File: config.mk
export PLATFORM = sky130hd
export DESIGN_NAME = trojan_trigger_gen
export DESIGN_NICKNAME = d
export VERILOG_FILES = /design/src/rtl/trojan_trigger_gen.sv
export SDC_FILE = /design/constraint.sdc
export NUM_CORES = 1
export LEC_CHECK = 0
export BUFFER_PORTS_ARGS = -buffer_cell sky130_fd_sc_hd__buf_2
export CORE_MARGIN = 1.5
export CORE_UTILIZATION = 28
export CTS_BUF_LIST = sky130_fd_sc_hd__clkbuf_16
export DETAILED_ROUTE_END_ITERATION = 12
export GPL_TIMING_DRIVEN = 0
export HOLD_SLACK_MARGIN = 0.12
export PLACE_DENSITY_LB_ADDON = 0.3
export SLEW_MARGIN = 20
export SYNTH_ARGS = -nofsm -noshare
export SYNTH_HDL_FRONTEND = slang
export SYNTH_SLANG_ARGS = --single-unit
File: constraint.sdc
create_clock -name clk -period 4.1 [get_ports clk]
set_input_delay 0.82 -clock clk [delete_from_list [all_inputs] [get_ports clk]]
set_output_delay 0.82 -clock clk [all_outputs]
set_load 0.02 [all_outputs]
File: src/rtl/trojan_trigger_gen.sv
// trojan_trigger_gen
// Counts qualified events on a monitored bus and, once THRESH events have
// been seen, enters an ACTIVE phase in which a toggle register rotates every
// cycle and trig is held high. The ACTIVE phase either latches until reset
// (STICKY=1) or lasts ACTIVE_CYC cycles before re-arming (STICKY=0).
//
// Ports
//   clk      rising-edge clock
//   rst      asynchronous active-low reset
//   en       event qualification enable
//   out      monitored data bus (DATA_W)
//   trig     trigger active, registered
//   tog_q    toggle register contents (TOG_W)
//   evt_cnt  current event count (CNT_W)
module trojan_trigger_gen #(
  parameter int unsigned       DATA_W     = 128,
  parameter int unsigned       CNT_W      = 32,
  parameter logic [CNT_W-1:0]  THRESH     = {CNT_W{1'b1}},
  parameter int unsigned       MODE       = 0,
  parameter logic [DATA_W-1:0] MATCH      = '0,
  parameter bit                STICKY     = 1'b1,
  parameter logic [CNT_W-1:0]  ACTIVE_CYC = CNT_W'(256),
  parameter int unsigned       TOG_W      = 128,
  parameter logic [TOG_W-1:0]  TOG_SEED   = {(TOG_W/2){2'b10}}
) (
  input  logic              clk,
  input  logic              rst,
  input  logic              en,
  input  logic [DATA_W-1:0] out,
  output logic              trig,
  output logic [TOG_W-1:0]  tog_q,
  output logic [CNT_W-1:0]  evt_cnt
);

  typedef enum logic {S_COUNT = 1'b0, S_ACTIVE = 1'b1} state_e;

  localparam logic [CNT_W-1:0] CNT_ONE   = CNT_W'(1);
  localparam logic [CNT_W-1:0] THRESH_M1 = THRESH - CNT_ONE;
  localparam logic [CNT_W-1:0] ACT_M1    = ACTIVE_CYC - CNT_ONE;

  state_e            state_q;
  logic              trig_q;
  logic              valid_q;
  logic [DATA_W-1:0] out_q;
  logic [CNT_W-1:0]  evt_cnt_q;
  logic [CNT_W-1:0]  dur_cnt_q;
  logic              evt_d;

  // Change mode needs one registered sample before a comparison is
  // meaningful; match mode compares against a constant and needs no history.
  always_comb begin
    evt_d = 1'b0;
    if (MODE == 0) evt_d = en && valid_q && (out != out_q);
    else           evt_d = en && (out == MATCH);
  end

  always_ff @(posedge clk or negedge rst) begin
    if (!rst) begin
      state_q   <= S_COUNT;
      trig_q    <= 1'b0;
      valid_q   <= 1'b0;
      out_q     <= '0;
      evt_cnt_q <= '0;
      dur_cnt_q <= '0;
      tog_q     <= TOG_SEED;
    end else begin
      // Bus history keeps tracking in every state so a re-armed trigger
      // compares against the previous cycle, not a stale value.
      out_q   <= out;
      valid_q <= 1'b1;
      case (state_q)
        S_COUNT: begin
          if (evt_d) begin
            // Fire on the THRESH-th event; the counter never reaches THRESH.
            if (evt_cnt_q == THRESH_M1) begin
              state_q   <= S_ACTIVE;
              trig_q    <= 1'b1;
              evt_cnt_q <= '0;
              dur_cnt_q <= '0;
            end else begin
              evt_cnt_q <= evt_cnt_q + CNT_ONE;
            end
          end
        end
        S_ACTIVE: begin
          tog_q     <= {tog_q[0], tog_q[TOG_W-1:1]};
          evt_cnt_q <= '0;
          if (!STICKY) begin
            // Return edge is still an ACTIVE cycle: events here are dropped.
            if (dur_cnt_q == ACT_M1) begin
              state_q   <= S_COUNT;
              trig_q    <= 1'b0;
              dur_cnt_q <= '0;
            end else begin
              dur_cnt_q <= dur_cnt_q + CNT_ONE;
            end
          end
        end
        default: begin
          state_q <= S_COUNT;
          trig_q  <= 1'b0;
        end
      endcase
    end
  end

  assign trig    = trig_q;
  assign evt_cnt = evt_cnt_q;

endmodule

=== After elaboration in Yosys (flattened, before gate mapping) ===
Index checks and enable logic that the tools add are counted.
W data, S select, Z words.

* Bits in registers: 291
* Bits in latches: 0
* RAM bits: 0
* Bits in read-only memories: 0
* Output and inout bits: 161
* Word-level logic and storage cells: 20
* Memories: 0

* Add/subtract/negate cells: 1
* Multipliers: 0
* Div/mod/pow operators: 0
* Magnitude comparators: 0
* Equal/unequal tests: 3
* Shifts and indexed selects: 0
* Muxes and demuxes: 6
* Bitwise logic cells: 1
* Reduce and logical (&&, ||, !) cells: 3

{| class="wikitable"
|+ Operator list
! cell !! count
|-
| $ne A128 B128 Y1 || 1
|-
| $mux W32 || 2
|-
| $pmux W32 S2 || 1
|-
| $add A32 B1 Y32 const B || 1
|-
| $eq A32 B32 Y1 const B || 1
|-
| $mux W1 || 3
|-
| $reduce_and A3 Y1 || 1
|-
| $logic_and A1 B1 Y1 || 2
|-
| $ne A2 B2 Y1 const B || 1
|-
| $not A1 Y1 || 1
|}

=== Longest topological paths before layout ===
* Depth after elaboration: 4
* Mapped depth: 9

=== Least setup slack after synthesis ===
OpenSTA, ideal clock, no wires.

* Path type: input port to flip-flop
* From: in out[78]
* To: reg evt_cnt_q[19] (netlist: evt_cnt[19])
* Arrival: 2.424 ns
* Required time: 4.013 ns
* Slack: 1.589 ns
* Stages: 8
* Cells stage by stage: xnor2_1 nand4_1 nor4_1 and4_1 clkbuf_1 clkbuf_1 nand3_1 o211ai_1

* Word-level cells in the longest chain between the ends: 3

{| class="wikitable"
|+ RTL lines
! item !! line !! source
|-
| from (decl) || 29 || <nowiki>input logic [DATA_W-1:0] out,</nowiki>
|-
| $ne A128 B128 Y1 || 53 || <nowiki>if (MODE == 0) evt_d = en && valid_q && (out != out_q);</nowiki>
|-
| $logic_and A1 B1 Y1 || 53 ||
|-
| $ne A2 B2 Y1 (no source line) || n/a ||
|-
| to (signal assigned) || 81 || <nowiki>evt_cnt_q <= evt_cnt_q + CNT_ONE;</nowiki>
|-
| to (decl) || 45 || <nowiki>logic [CNT_W-1:0] evt_cnt_q;</nowiki>
|}

Every way passes these cells.
A chain may end at the register's enable or synchronous reset.

=== Worst setup path in the final report ===
* From: reg out_q[33]
* To: reg evt_cnt_q[12] (netlist: evt_cnt[12])

* Word-level cells in the longest chain between the ends: 3

{| class="wikitable"
|+ RTL lines
! item !! line !! source
|-
| from (decl) || 44 || <nowiki>logic [DATA_W-1:0] out_q;</nowiki>
|-
| from (signal assigned) || 69 || <nowiki>out_q <= out;</nowiki>
|-
| $ne A128 B128 Y1 || 53 ||
|-
| $logic_and A1 B1 Y1 || 53 ||
|-
| $ne A2 B2 Y1 (no source line) || n/a ||
|}

Every way passes these cells.

==> flow_results.xml <==
<?xml version="1.0" encoding="UTF-8"?>
<metrics>
  <group name="outcome">
    <metric name="outcome" unit="">finished, final reports clean</metric>
  </group>
  <group name="clocking">
    <metric name="cts.clk_slew.worst_paths" unit="ps">60</metric>
    <metric name="cts.hold.buffers_added" unit="">0</metric>
    <metric name="worst_case_clock_buffer_depth" unit="">3</metric>
    <metric name="cts_buffer_count" unit="">35</metric>
    <metric name="cts_root_buffer" unit="">clkbuf_16</metric>
    <metric name="insertion_delay" unit="ps">530</metric>
    <metric name="ctsHtreeMaxLevel" unit="">2</metric>
    <metric name="post-cts-setup-buffer-count" unit="">0</metric>
    <metric name="tritoncts" unit="">built</metric>
    <metric name="post_cts_resize_count" unit="">0</metric>
    <metric name="number_of_clock_sinks" unit="">291</metric>
  </group>
  <group name="yosys">
    <metric name="netlist_top_cells_area" unit="">dfrtp_1 (48%), dfstp_2 (14%), mux2_2 (12%)</metric>
    <metric name="synth_commonest_cells" unit="">dfrtp_1 (227), mux2_2 (129), xnor2_1 (128)</metric>
    <metric name="synth.cell_area" unit="mm^2">0.0119</metric>
    <metric name="synth.lib_cells_used.distinct" unit="">40</metric>
    <metric name="netlist_instances" unit="">893</metric>
    <metric name="synth_most_common_cell" unit="">dfrtp_1</metric>
    <metric name="ys_dominant_reg_cell" unit="">dfrtp_1</metric>
    <metric name="synth_top_area_cell" unit="">dfrtp_1</metric>
    <metric name="synth.ff_latch_count" unit="">291</metric>
    <metric name="yosysTopAreaCellShare" unit="">0.477</metric>
    <metric name="syn_avg_cell_area" unit="um^2">13.3</metric>
    <metric name="yosysSeqAreaShare" unit="">0.618</metric>
    <metric name="synth-async-reset-ratio" unit="">1.00</metric>
    <metric name="synth_enable_flop_cells" unit="">0</metric>
    <metric name="total_of_warnings_raised_by_yosys" unit="">0</metric>
    <metric name="syn_nets" unit="">1026</metric>
  </group>
  <group name="die">
    <metric name="core-area" unit="mm^2">0.0419</metric>
    <metric name="floorplan.rows" unit="">75</metric>
    <metric name="die_w" unit="um">209</metric>
    <metric name="die_height" unit="um">209</metric>
    <metric name="die_area" unit="mm^2">0.0438</metric>
    <metric name="initial_core_util" unit="">0.284</metric>
    <metric name="ioPinCount" unit="">292</metric>
  </group>
  <group name="timing">
    <metric name="worst_hold_margin" unit="ps">156</metric>
    <metric name="slew-limit-headroom" unit="">0.511</metric>
    <metric name="skew" unit="ps">17.7</metric>
    <metric name="setup-tns-final" unit="ps">0</metric>
    <metric name="grt_setup_unrepaired" unit="">false</metric>
    <metric name="worst-slew-pin-transition" unit="ps">734</metric>
    <metric name="fin_crit_sh" unit="">0.740</metric>
    <metric name="number_of_pins_exceeding_their_max_slew_limit_in_the_final_report" unit="">0</metric>
    <metric name="final_hold_viol_count" unit="">0</metric>
    <metric name="setup_viols_final" unit="">0</metric>
    <metric name="post_route_minimum_period" unit="ps">3030</metric>
    <metric name="clock.fmax" unit="MHz">330</metric>
  </group>
  <group name="placed_design">
    <metric name="gp_congestion" unit="">0.845</metric>
    <metric name="post-dp-hpwl" unit="um">22400</metric>
    <metric name="numPortBuffers" unit="">291</metric>
  </group>
  <group name="layout">
    <metric name="final_core_utilization" unit="">0.363</metric>
    <metric name="num-nets-final" unit="">1357</metric>
    <metric name="syn2layout_area_growth" unit="%">27.9</metric>
    <metric name="share_of_final_layout_standard_cells_stronger_than_drive_strength_1" unit="">0.437</metric>
  </group>
  <group name="run">
    <metric name="max_cap_viol_count" unit="">0</metric>
  </group>
  <group name="critical_path">
    <metric name="reg2reg_setup_slack" unit="ps">1070</metric>
    <metric name="cp-start-kind" unit="">flip-flop</metric>
    <metric name="setup.worst_path.class" unit="">reg2reg</metric>
    <metric name="arrival" unit="ps">3410</metric>
    <metric name="end_kind" unit="">flip-flop</metric>
    <metric name="timing.critical_path.required" unit="ps">4470</metric>
    <metric name="maximum_fanout_along_the_worst_path" unit="">10</metric>
  </group>
  <group name="global_routing">
    <metric name="grt_first_pass_wirelength" unit="um">48800</metric>
    <metric name="grt_max_degree" unit="">99</metric>
    <metric name="grtUsageTotal" unit="">0.141</metric>
    <metric name="number_of_global_route_vias_before_repair" unit="">8761</metric>
    <metric name="globalRouteOverflowTotal" unit="">0</metric>
    <metric name="number_of_antenna_violations_at_the_first_check_in_global_routing" unit="">8</metric>
  </group>
  <group name="detailed_routing">
    <metric name="drt_iter0_markers" unit="">441</metric>
    <metric name="post_drt_via_cell_ratio" unit="">4.65</metric>
    <metric name="drc" unit="">0</metric>
    <metric name="antenna_violating_nets_post_route" unit="">0</metric>
    <metric name="vias" unit="">8340</metric>
    <metric name="detail_route.wl_per_cell" unit="um">17.2</metric>
    <metric name="totalWireLength" unit="um">30900</metric>
    <metric name="drt-pass1-iter-count" unit="">5</metric>
  </group>
  <group name="power_and_ir_drop">
    <metric name="vdd.ir_drop.worst" unit="mV">0.376</metric>
    <metric name="power.static_leakage" unit="nW">7.00</metric>
    <metric name="cell_area_power_density" unit="mW/mm^2">435</metric>
  </group>
  <group name="worst_hold_path">
    <metric name="hold_class" unit="">in2async</metric>
  </group>
</metrics>
-- state kept, by name, indices dropped and copies added, names as in the netlist --
name,flops
trig,1
valid_q,1
state_q,1
tog_q,128
out_q,128
evt_cnt,32
-- path summary, 6_finish.rpt --
kind | from | end | cells after the start
worst max-delay path | out_q[33]$_DFF_PN0_ | evt_cnt[12]$_DFFE_PN0P_ | 7
worst min-delay path | rst | tog_q[46]$_DFFE_PN0P_ | 1
worst max register to register | out_q[33]$_DFF_PN0_ | evt_cnt[12]$_DFFE_PN0P_ | 7
worst min register to register | trig$_DFFE_PN0P_ | trig$_DFFE_PN0P_ | 1
max in group asynchronous | rst | out_q[25]$_DFF_PN0_ | 3
min in group clk | out[5] | out_q[5]$_DFF_PN0_ | 1
-- routing by layer --
layer  GRT usage  vias up  part of all wire
met5           0        -            0.0019
met1       0.168     4107              0.40
met2       0.235      284              0.48
met3      0.0509       61             0.089
met4      0.0492        8             0.023
li1            -     3880                 -
-- through the flow --
step | power (mW) | cells | area, um^2 | setup slack (ps)
2_1_floorplan | 3.46 | 893 | 11900 | 1590
3_3_place_gp | 3.74 | 1723 | 14000 | -3290
3_5_place_dp | 3.77 | 1726 | 14100 | 418
4_1_cts | 6.77 | 1790 | 15200 | 936
5_1_grt | 6.94 | 1793 | 15200 | 678
6_report | 6.63 | 1794 | 15200 | 1070
-- cell type report --
| cell class | instances | area, um^2 |
|---|---|---|
| clock buffer | 36 | 901 |
| antenna | 4 | 10.0 |
| inverter | 4 | 15.0 |
| sequential | 291 | 7360 |
| fill | 4200 | 26700 |
| multi-input combinational | 560 | 4390 |
| clock inverter | 28 | 188 |
| timing repair buffer | 294 | 1550 |
| tap | 539 | 674 |
| buffer | 38 | 146 |
-- critical path, stage by stage, from the launching register on --
cell and delay, ps:
dfrtp_1 390, xnor2_1 160, nand4_1 140, nor4_1 580, nand4_1 590, nor2_1 360, clkbuf_1 460, o211ai_1 190
-- logic make-up (layout without fill, tap and decap cells) --
logic type | Yosys count | count (layout) | synth area share
DFF | 291 | 291 | 0.618
adders and majority gates | 2 | 2 | 0.00210
AOI/OAI and AO/OA | 74 | 74 | 0.0437
other | 1 | 5 | 0.000315
xor gates and xnor gates | 128 | 128 | 0.0941
buffers and inverters | 42 | 400 | 0.0135
muxes | 129 | 129 | 0.122
and+or+nand+nor | 226 | 226 | 0.107
-- report_power, final --
| part | leakage (nW) | switching (mW) | internal (mW) |
|---|---|---|---|
| registers | 3.42 | 0.0873 | 2.98 |
| clock network | 0.586 | 1.20 | 1.72 |
| logic | 2.99 | 0.373 | 0.273 |
| total | 7.00 | 1.66 | 4.97 |
-- cell usage in the layout, fill, tap and decap left out, types with 3 or more instances in the layout --
cell type,instances
and4_1,5
dfstp_2,64
or2_2,3
nand4_1,50
nor2_1,13
buf_16,3
a221o_1,4
a32o_1,5
nand2_1,35
or4_1,9
clkinv_1,4
clkbuf_1,35
a21oi_1,16
clkinv_2,6
clkbuf_16,36
diode_2,4
o21ai_0,19
buf_2,293
o31ai_1,5
o211ai_1,13
mux2_2,129
nor3_1,8
nand3_1,41
inv_1,17
and2_1,3
and3_1,9
xnor2_1,128
dfrtp_1,227
nor2b_1,17
nor4_1,24
Note: power is estimated with default switching activity, not from simulation.
